`src/rtl/div_seq.sv`:
```
`default_nettype none
// ============================================================================
// Module   : div_seq
// Summary  : Iterative restoring divider (signed/unsigned), one quotient bit
//            per clock, with EX stall request and flush annul.
// Revision : 1.0 - initial release
// ============================================================================
module div_seq #(
    parameter int WIDTH = 32
) (
    input  logic               clk,
    input  logic               rst,
    input  logic               signed_div_i,
    input  logic [WIDTH-1:0]   opdata1_i,
    input  logic [WIDTH-1:0]   opdata2_i,
    input  logic               start_i,
    input  logic               annul_i,
    output logic [2*WIDTH-1:0] result_o,
    output logic               ready_o,
    output logic               stallreq_o
);

    localparam int               CNT_W      = $clog2(WIDTH + 1);
    localparam logic [CNT_W-1:0] c_CNT_DONE = CNT_W'(WIDTH);
    localparam logic [CNT_W-1:0] c_CNT_ONE  = CNT_W'(1);

    typedef enum logic [1:0] {
        S_IDLE   = 2'd0,
        S_BYZERO = 2'd1,
        S_ON     = 2'd2,
        S_END    = 2'd3
    } state_t;

    state_t             state_q;
    logic [CNT_W-1:0]   cnt_q;
    logic [2*WIDTH:0]   work_q;
    logic [WIDTH-1:0]   divisor_q;
    logic               signed_q;
    logic               neg_dvd_q;
    logic               neg_dvs_q;
    logic [2*WIDTH-1:0] result_q;
    logic               ready_q;

    logic [WIDTH-1:0]   w_dvd_mag;
    logic [WIDTH-1:0]   w_dvs_mag;
    logic [WIDTH:0]     w_diff;
    logic [2*WIDTH:0]   work_d;
    logic [WIDTH-1:0]   w_quot_raw;
    logic [WIDTH-1:0]   w_rem_raw;
    logic [WIDTH-1:0]   quot_d;
    logic [WIDTH-1:0]   rem_d;

    assign w_dvd_mag = (signed_div_i && opdata1_i[WIDTH-1]) ? (~opdata1_i + WIDTH'(1)) : opdata1_i;
    assign w_dvs_mag = (signed_div_i && opdata2_i[WIDTH-1]) ? (~opdata2_i + WIDTH'(1)) : opdata2_i;

    // Top bit of the (W+1)-bit difference is the borrow: partial remainder < divisor.
    assign w_diff = work_q[2*WIDTH:WIDTH] - {1'b0, divisor_q};
    assign work_d = w_diff[WIDTH] ? {work_q[2*WIDTH-1:0], 1'b0}
                                  : {w_diff[WIDTH-1:0], work_q[WIDTH-1:0], 1'b1};

    assign w_quot_raw = work_q[WIDTH-1:0];
    assign w_rem_raw  = work_q[2*WIDTH:WIDTH+1];
    assign quot_d = (signed_q && (neg_dvd_q ^ neg_dvs_q)) ? (~w_quot_raw + WIDTH'(1)) : w_quot_raw;
    assign rem_d  = (signed_q && neg_dvd_q) ? (~w_rem_raw + WIDTH'(1)) : w_rem_raw;

    always_ff @(posedge clk or posedge rst) begin
        if (rst) begin
            state_q   <= S_IDLE;
            cnt_q     <= '0;
            work_q    <= '0;
            divisor_q <= '0;
            signed_q  <= 1'b0;
            neg_dvd_q <= 1'b0;
            neg_dvs_q <= 1'b0;
            result_q  <= '0;
            ready_q   <= 1'b0;
        end else begin
            case (state_q)
                S_IDLE: begin
                    if (start_i && !annul_i) begin
                        cnt_q <= '0;
                        if (opdata2_i == '0) begin
                            state_q <= S_BYZERO;
                        end else begin
                            state_q   <= S_ON;
                            divisor_q <= w_dvs_mag;
                            signed_q  <= signed_div_i;
                            neg_dvd_q <= opdata1_i[WIDTH-1];
                            neg_dvs_q <= opdata2_i[WIDTH-1];
                            work_q    <= {{WIDTH{1'b0}}, w_dvd_mag, 1'b0};
                        end
                    end
                end
                // Zero divisor dwells two cycles so the result appears two edges after the start.
                S_BYZERO: begin
                    if (annul_i) begin
                        state_q <= S_IDLE;
                        cnt_q   <= '0;
                    end else if (cnt_q == '0) begin
                        cnt_q <= c_CNT_ONE;
                    end else begin
                        state_q  <= S_END;
                        cnt_q    <= '0;
                        result_q <= '0;
                        ready_q  <= 1'b1;
                    end
                end
                S_ON: begin
                    if (annul_i) begin
                        state_q <= S_IDLE;
                        cnt_q   <= '0;
                    end else if (cnt_q == c_CNT_DONE) begin
                        state_q  <= S_END;
                        cnt_q    <= '0;
                        result_q <= {rem_d, quot_d};
                        ready_q  <= 1'b1;
                    end else begin
                        work_q <= work_d;
                        cnt_q  <= cnt_q + c_CNT_ONE;
                    end
                end
                S_END: begin
                    if (!start_i) begin
                        state_q  <= S_IDLE;
                        ready_q  <= 1'b0;
                        result_q <= '0;
                    end
                end
                default: begin
                    state_q <= S_IDLE;
                end
            endcase
        end
    end

    assign result_o   = result_q;
    assign ready_o    = ready_q;
    assign stallreq_o = start_i & ~ready_q;

endmodule
`default_nettype wire

```
`config.mk`:
```
export PLATFORM = sky130hd
export DESIGN_NAME = div_seq
export DESIGN_NICKNAME = d
export VERILOG_FILES = /design/src/rtl/div_seq.sv
export SDC_FILE = /design/constraint.sdc
export NUM_CORES = 1
export LEC_CHECK = 0
export ABC_AREA = 1
export BUFFER_PORTS_ARGS = -buffer_cell sky130_fd_sc_hd__buf_2
export CORE_ASPECT_RATIO = 1.1
export CORE_MARGIN = 2
export CORE_UTILIZATION = 31
export CTS_CLUSTER_SIZE = 10
export DETAILED_ROUTE_END_ITERATION = 10
export SKIP_CTS_REPAIR_TIMING = 1
export SLEW_MARGIN = 25
export SYNTH_ARGS = -nofsm -noshare
export SYNTH_HDL_FRONTEND = slang
export SYNTH_SLANG_ARGS = --single-unit
```
`constraint.sdc`:
```
create_clock -name clk -period 9.97 [get_ports clk]
set_input_delay 1.4955 -clock clk [delete_from_list [all_inputs] [get_ports clk]]
set_output_delay 1.4955 -clock clk [all_outputs]
set_load 0.005 [all_outputs]
```
# Word-level counts from Yosys, hierarchy flattened
# Cells that the tools add are included.
[totals]
regBits = 173
word_cells = 90
input_bits = 69
[op_classes]
bitwise = 8
eq_ne = 14
reduce_logical = 17
n_mux = 36
n_addsub = 6
[op_table]
columns = ["op", "n"]
rows = [
  ["two-way mux 65 bit", 5],
  ["two-way mux 64 bit", 5],
  ["case mux 64 bit (3 select lines)", 1],
  ["case mux 65 bit (2 select lines)", 1],
  ["adder 32 x 1 -> 32 bit (second input constant)", 4],
  ["two-way mux 32 bit", 4],
  ["inverter 32 bit", 4],
  ["subtractor 33 x 32 -> 33 bit", 1],
  ["logical NOT 32 bit", 1],
  ["two-way mux 6 bit", 3],
  ["case mux 6 bit (3 select lines)", 1],
  ["inequality test 2 bit (second input constant)", 8],
  ["two-way mux 2 bit", 7],
  ["case mux 2 bit (4 select lines)", 1],
  ["two-way mux 1 bit", 7],
  ["adder 6 x 1 -> 6 bit (second input constant)", 1],
  ["equality test 6 bit (second input constant)", 1],
  ["logical NOT 6 bit", 1],
  ["inequality test 3 bit (second input constant)", 2],
  ["AND reduction 6 bit", 1],
  ["nonzero test 3 bit", 2],
  ["logical AND 1 bit", 5],
  ["AND reduction 5 bit", 1],
  ["equality test 2 bit (second input constant)", 2],
  ["other kinds (11)", 12],
]

# Depth between registers and ports, before layout
# Gate-level depths: netlist of the first run.
[depth]
word_depth = 6
ltp_mapped = 18

# Least setup slack after synthesis of the first run
# OpenSTA, ideal clock, no wires.
[synth_timing]
kind = "input to output"
from = "input start_i"
to = "output stallreq_o"
slack_ns = 6.852
path_buffers = 0
arrival_time_ns = 1.622
path_stages = 2
cell_sequence = "inv_1 nor2_1"
[synth_via]
elab_chain_len = 1
[synth_lines]
columns = ["element", "line_no", "text"]
rows = [
  ["start, declared", "16", "input logic start_i,"],
  ["bitwise AND 1 bit", "138", "assign stallreq_o = start_i & ~ready_q;"],
  ["end, declared", "20", "output logic stallreq_o"],
]
# No other way between the ends.

# Final worst setup path of the first run
[layout_timing]
from = "input opdata2_i[0]"
to = "register work_q[21]"
[layout_via]
elab_chain_len = 3
[layout_lines]
columns = ["element", "line_no", "text"]
rows = [
  ["start, declared", "15", "input logic [WIDTH-1:0] opdata2_i,"],
  ["logical NOT 32 bit", "82", "if (opdata2_i == '0) begin"],
  ["inequality test 2 bit (no source line)", "--", ""],
  ["AND reduction 5 bit (no source line)", "--", ""],
  ["end signal, assigned", "90", "work_q <= {{WIDTH{1'b0}}, w_dvd_mag, 1'b0};"],
  ["end signal, assigned", "118", "work_q <= work_d;"],
  ["end, declared", "36", "logic [2*WIDTH:0] work_q;"],
]
# No other way between the ends.
# A chain may end at the register's enable or synchronous reset.

==> results of run 1 <==
-- worst reg2reg max path, cell delays in order, from the launching register on --
cell      delay (ns)
dfrtp_1         0.40
inv_1           0.10
ha_1            0.23
inv_2           0.72
nor2_1          0.25
a21oi_1         0.19
o21bai_4        0.14
buf_4           0.46
inv_2           0.51
nand3_1         0.24
o21ai_1         0.08
-- layer usage --
| layer | global-route usage | vias to the layer above | routed length [um] |
|---|---|---|---|
| met3 | 0.0247 | 68 | 1860 |
| li1 | - | 6734 | - |
| met4 | 0.0721 | 0 | 1300 |
| met5 | 0 | - | 0 |
| met2 | 0.313 | 335 | 19600 |
| met1 | 0.254 | 6157 | 19600 |
-- flip-flops by register name, indices dropped and copies added (netlist names) --
name	flops
cnt_q	6
divisor_q	32
neg_dvd_q	1
neg_dvs_q	1
ready_o	1
result_o	64
signed_q	1
state_q	2
work_q	65
-- power by group through the flow --
| stage | combinational [mW] | clock [mW] | sequential [mW] |
|---|---|---|---|
| after global placement | 2.67 | 0 | 1.24 |
| after detailed placement | 2.70 | 0 | 1.25 |
| after CTS | 2.71 | 0.714 | 1.23 |
| after global routing | 3.09 | 0.741 | 1.27 |
| final | 2.71 | 0.699 | 1.24 |
| after floorplan | 2.05 | 0 | 1.15 |
-- placed cells by master (no fill, tap or decap), drive strengths merged, types with 5 or more instances in the layout --
master	instances
nand2	653
inv	297
nand3	201
nor2	185
dfrtp	173
o21ai	164
buf	143
xor2	63
a21oi	61
ha	44
nand4	37
nor3	31
o211ai	20
clkbuf	17
xnor2	14
a22o	8
clkinv	7
nand3b	6
o21bai	5
-- cell type report --
| cell class | count | area (um^2) |
|---|---|---|
| Sequential cell | 173 | 4330 |
| Tap cell | 567 | 709 |
| Multi-Input combinational cell | 1518 | 7580 |
| Clock buffer | 17 | 425 |
| Fill cell | 4558 | 27300 |
| Inverter | 290 | 1090 |
| Timing Repair Buffer | 143 | 754 |
| Clock inverter | 15 | 190 |
-- cell families (layout without fill, tap and decap cells) --
kind of cell / count (synthesis) / after routing
simple gates: 1122 / 1122
buf+inv: 350 / 465
compound gates: 274 / 274
flops: 173 / 173
xor+xnor: 77 / 77
fa+ha+maj: 45 / 45
-- per-stage QoR --
stage	setup WS, ns	total power, mW	instance area [um^2]	instances	utilization
floorplan	3.79	3.20	13300	2041	-
global placement	5.88	3.91	14400	2690	0.341
detailed placement	5.82	3.95	14400	2690	0.341
CTS	6.30	4.66	15100	2722	0.355
global route	6.07	5.10	15100	2723	0.356
finish	6.30	4.65	15100	2723	0.356
-- worst paths after layout --
path	startpoint	to	slack, ns	cells past startpoint
worst max-delay path	opdata2_i[0]	work_q[21]	6.30	13
worst min-delay path	result_o[62]	result_o[62]	0.48	2
worst max register to register	state_q[0]	work_q[21]	6.50	10
worst min register to register	result_o[62]	result_o[62]	0.48	2
max in group asynchronous	rst	work_q[63]	7.46	3
min in group asynchronous	rst	ready_o	1.24	2
==> summary.txt, run 1 <==
Status: complete, no violations
I/O pins: 135
Fin crit share: 0.368
Final setup fails: 0
Core area: 42400 um^2
Max-Cap Viols: 0
DRT iter0 DRCs: 763
CTS tree: built
Synth Warn #: 0
First-pass GRT wire length: 67700 um
Synth async-reset ratio: 1.00
Largest net degree at the start of global routing: 97
Final Max Slew Viols: 0
Area grow syn2layout: 13.2%
Main combinational cell family by area after synthesis: simple AND/OR/NAND/NOR gates
Multiplexer share of the synthesized area: 0
Die X: 202 um
Clk_skew: 0.0130 ns
# H-tree levels: 4
Post-Synth XOR/XNOR Area: 0.0506
Synth top area share: 0.325
Adder-cell share of the synthesized area: 0.0428
Seq pwr share: 0.266
Final wirelength: 42300 um
Final nets: 2257
Cells after Synth: 2041
EDFF count, synth: 0
Final Critical Period: 3.67 ns
Hold Fails Final Rpt: 0
DPL Wire Length: 33500 um
Worst path required time: 10.28 ns
Top post-synthesis cells by area: dfrtp_1, nand2_1, inv_1, nand3_1, nor2_1
Pint: 2.22 mW
Routed WL per cell: 15.5 um
CTS Buf Count: 17
Worst-path fanout max: 52
Area leader, netlist: dfrtp_1
Fmax: 272 MHz
Commonest register cell after synthesis: dfrtp_1
CP Buf/Inv Count: 4
Worst-margin pin slew: 1.03 ns
Clock Path Buffers: 2
Sequential fraction of the synthesis area: 0.325
Synth cell count leaders: nand2_1, inv_1, nand3_1
Leak: 7.98 nW
Most common cell on crit path: nor2_4
RSZ-0062 raised after global routing: no
1st-pass router iterations: 5
Combinational Power Share: 0.584
Critical path class: primary input to flop
Net count after synthesis: 2155
Psw: 2.43 mW
Critical Path AT: 3.98 ns
Delay-heaviest family, CP: buffers and inverters
Slowest CP cell: inv_2
Root Driver: clkbuf_16
PD cells: 308 nW/um^2
Routability congestion estimate: 0.952
Die Y: 221 um
ANT cells: 0
Endpoint class of the critical path: flop
Vias: 13.3k
Worst VDD drop: 0.141 mV
Initial Util: 0.314
Distinct cell type count after synthesis: 48
Share of layout cells above drive strength 1: 0.107
Worst rel slew slack: 0.314
Critical path cell sequence: buf_2, inv_1, ha_1, nand4_2, nor2_4, nand2_2, nor2_4, nor2_2, o21bai_4, buf_4, inv_2, nand3_1, o21ai_1
Post-synthesis compound-gate area fraction: 0.119
GRT Resource Usage Total: 0.190
Clk slew on worst S/H paths: 0.08 ns
Tightest Hold Check Type: flop to flop
Clk pwr share: 0.150
Antenna violations before repair: 0
Row count: 79
PortBufs: 134
Setup TNS: 0 ns
Worst path max stage delay: 0.51 ns
Post-Synth Simple-Gate Area: 0.355
Die area: 44700 um^2
Hold_ws: 0.479 ns
DRT antenna net count: 0
Vias per cell: 4.88
DRC viols: 0
Switching Share: 0.523
Mapped Area: 13300 um^2
Worst setup SP type: primary input
Vias in the first global route: 12.8k
Clock sinks: 173
Avg Cell Area, Syn: 6.53 um^2
GRT overflow: 0
Most common cell in the netlist: nand2_1
Clk Latency, worst-skew pair: 0.45 ns
Synth Register Bits: 173
Power figures use the tool's default switching activity.
==> inputs of run 2 (changes only) <==
--- a/config.mk
+++ b/config.mk
@@ -5,7 +5,7 @@
 export SDC_FILE = /design/constraint.sdc
 export NUM_CORES = 1
 export LEC_CHECK = 0
-export ABC_AREA = 1
+export ABC_AREA = 0
 export BUFFER_PORTS_ARGS = -buffer_cell sky130_fd_sc_hd__buf_2
 export CORE_ASPECT_RATIO = 1.1
 export CORE_MARGIN = 2
==> constraint.sdc (replaced) <==
create_clock -name clk -period 3.2 [get_ports clk]
set_input_delay 0.48 -clock clk [delete_from_list [all_inputs] [get_ports clk]]
set_output_delay 0.48 -clock clk [all_outputs]
set_load 0.005 [all_outputs]
==> summary.txt, run 2 <==
Status: complete, no violations
First-pass GRT wire length: 52200 um (-23%)
Avg Cell Area, Syn: 8.32 um^2 (+27%)
PortBufs: 134 (unchanged)
Core Util, Final: 0.375 (+0.0199)
Synth Register Bits: 173 (unchanged)
Commonest register cell after synthesis: dfrtp_1
Slowest CP cell: fa_1
CTS Buf Count: 17 (unchanged)
Synth async-reset ratio: 1.00 (unchanged)
Fin crit share: 0.946
Synth cell count leaders: nand2_1, dfrtp_1, a21oi_1
Vias per cell: 4.97 (+1.9%)
Most common cell after layout, fill and taps aside: nand2_1
Worst path max stage delay: 0.38 ns (-0.13 ns)
CTS tree: built
Sequential standard cell area: 4330 um^2 (unchanged)
Net count after synthesis: 1501 (-30%)
Vias in the first global route: 9879 (-23%)
Worst rel slew slack: 0.418 (+0.103)
Area grow syn2layout: 20.3%
I/O pins: 135 (unchanged)
Antenna violations before repair: 2 (+2)
Final Max Slew Viols: 0 (unchanged)
Hold_ws: 0.00200 ns (-0.477 ns)
DRT iter0 DRCs: 545 (-29%)
Final Critical Period: 3.03 ns
Critical path class: flop to flop
DRC viols: 0 (unchanged)
R2R Setup Slk: 0.17 ns (-6.33 ns)
Critical path cell sequence: inv_1, ha_1, fa_1, nand2b_1, buf_4, a21oi_1, o221ai_1, o2bb2ai_1, o21ai_0, mux2_2, nand4_1, a32o_1
Final nets: 1668 (-26%)
GRT overflow: 0 (unchanged)
Cells after Synth: 1387 (-32%)
Final wirelength: 32400 um (-24%)
Mapped Area: 11500 um^2 (-13%)
Largest net degree at the start of global routing: 91 (-6.2%)
Biggest register: work_q
Post-Place Cells: 2028 (-25%)
Die X: 188 um (-6.8%)
PD cells: 861 nW/um^2 (+180%)
Cell Count, Final, Fillers Out: 2063 (-24%)
Root Driver: clkbuf_16
Routability congestion estimate: 0.859 (-9.7%)
Critical Path AT: 3.37 ns (-0.61 ns)
Area leader, netlist: dfrtp_1
Clk slew on worst S/H paths: 0.07 ns (about the same)
Row count: 74 (-6.3%)
EDFF count, synth: 0 (unchanged)
Tightest Hold Check Type: primary input to asynchronous set/reset pin
Share of layout cells above drive strength 1: 0.173 (+0.0663)
Most common cell in the netlist: nand2_1
Max reg flops: 65 (unchanged)
Worst VDD drop: 0.779 mV (+450%)
Initial Util: 0.312 (-0.00204)
Max-Cap Viols: 0 (unchanged)
Setup TNS: 0 ns (unchanged)
GRT Resource Usage Total: 0.169 (-0.0218)
Fmax: 330 MHz
Power Total: 11.9 mW (+160%)
Worst path required time: 3.54 ns (-6.74 ns)
Clk Latency, worst-skew pair: 0.45 ns (about the same)
Die area: 38800 um^2 (-13%)
Distinct cell type count after synthesis: 65 (+35%)
Hold Fails Final Rpt: 0 (unchanged)
# H-tree levels: 4 (unchanged)
Endpoint class of the critical path: flop
Clock Path Buffers: 2 (unchanged)
Routed WL per cell: 15.7 um (+0.91%)
Area of the multi-input gates: 6680 um^2 (-12%)
1st-pass router iterations: 5 (unchanged)
Filler Cells Inserted: 3856 (-15%)
Top post-synthesis cells by area: dfrtp_1, xnor2_1, nand2_1, a21oi_1, o21ai_0
Leak: 6.26 nW (-22%)
Commonest non-fill, non-tap cells in the layout: nand2_1, dfrtp_1, buf_2
Core area: 36900 um^2 (-13%)
DPL Wire Length: 25600 um (-24%)
Sequential fraction of the synthesis area: 0.375 (+0.0505)
Worst setup SP type: flop
Die Y: 206 um (-6.8%)
Synth top area share: 0.375 (+0.0505)
Vias: 10.3k (-23%)
DRT antenna net count: 0 (unchanged)
RSZ-0062 raised after global routing: no
Synth Warn #: 0 (unchanged)
Worst-path fanout max: 3 (-94%)
Clk_skew: 0.0112 ns (-0.00177 ns)
Worst-margin pin slew: 0.874 ns (-0.155 ns)
Final setup fails: 0 (unchanged)
Clock sinks: 173 (unchanged)
-- run 2: cell types whose count changed after synthesis, sizes merged, moves of 29 or more --
cell    change
a21oi      +67
nand3     -179
nand4      -29
inv       -229
o31ai      +46
nor2       -63
xnor2      +69
nand2     -470
clkbuf     +36
-- run 2: critical path, delay by kind of cell, from the launching register on --
family          cells  cell delay [ns]
compound gates      5             1.23
fa+ha+maj           2             0.60
buf+inv             2             0.21
flops               1             0.36
mux                 1             0.23
simple gates        2             0.29
-- run 2: final timing paths --
check,startpoint,endpoint,depth (start not counted)
setup / recovery,work_q[32],work_q[51],12
hold / removal,rst,work_q[36],2
setup reg to reg,work_q[32],work_q[51],12
hold reg to reg,result_o[33],result_o[33],2
max in group asynchronous,rst,result_o[62],4
min in group clk,opdata1_i[31],neg_dvd_q,2
-- run 2: logic make-up (layout without fill, tap and decap cells) --
kind of cell             Yosys count  count (layout)  synth area share
AO/OA/AOI/OAI                    413             413             0.213
adder cells (fa/ha/maj)           45              45            0.0495
flip-flops                       173             173             0.375
XOR/XNOR                         146             146             0.111
other                              0               2                 0
multiplexers                      28              28            0.0247
AND/OR/NAND/NOR                  452             452             0.180
buffers and inverters            130             310            0.0470
-- run 2: cell type report --
class                   count  share of cell area
multi-input cells        1084               0.482
well taps                 494              0.0446
clock inverters            13              0.0102
flip-flops and latches    173               0.312
clock buffers              19              0.0327
inverters                  60              0.0165
repair buffers            218               0.102
diodes                      2            0.000361
-- run 2: report_power, final --
part,switching [mW],internal [mW]
registers,0.603,2.92
logic,3.82,2.45
clock network,0.993,1.15
-- run 2: routing by layer --
layer  vias to the layer above  wire length, um  track usage
li1                       5250                -            -
met1                      4769            16300        0.238
met2                       209            14400        0.266
met3                        34             1120       0.0245
met4                         0              476       0.0520
met5                         -                0            0
-- run 2: metrics by stage --
stage	area [um^2]	setup WS [ns]
2_1_floorplan	11500	0.264
3_3_place_gp	13200	-0.0708
3_5_place_dp	13200	-0.104
4_1_cts	13800	-0.128
5_1_grt	13900	0.00329
6_report	13900	0.172
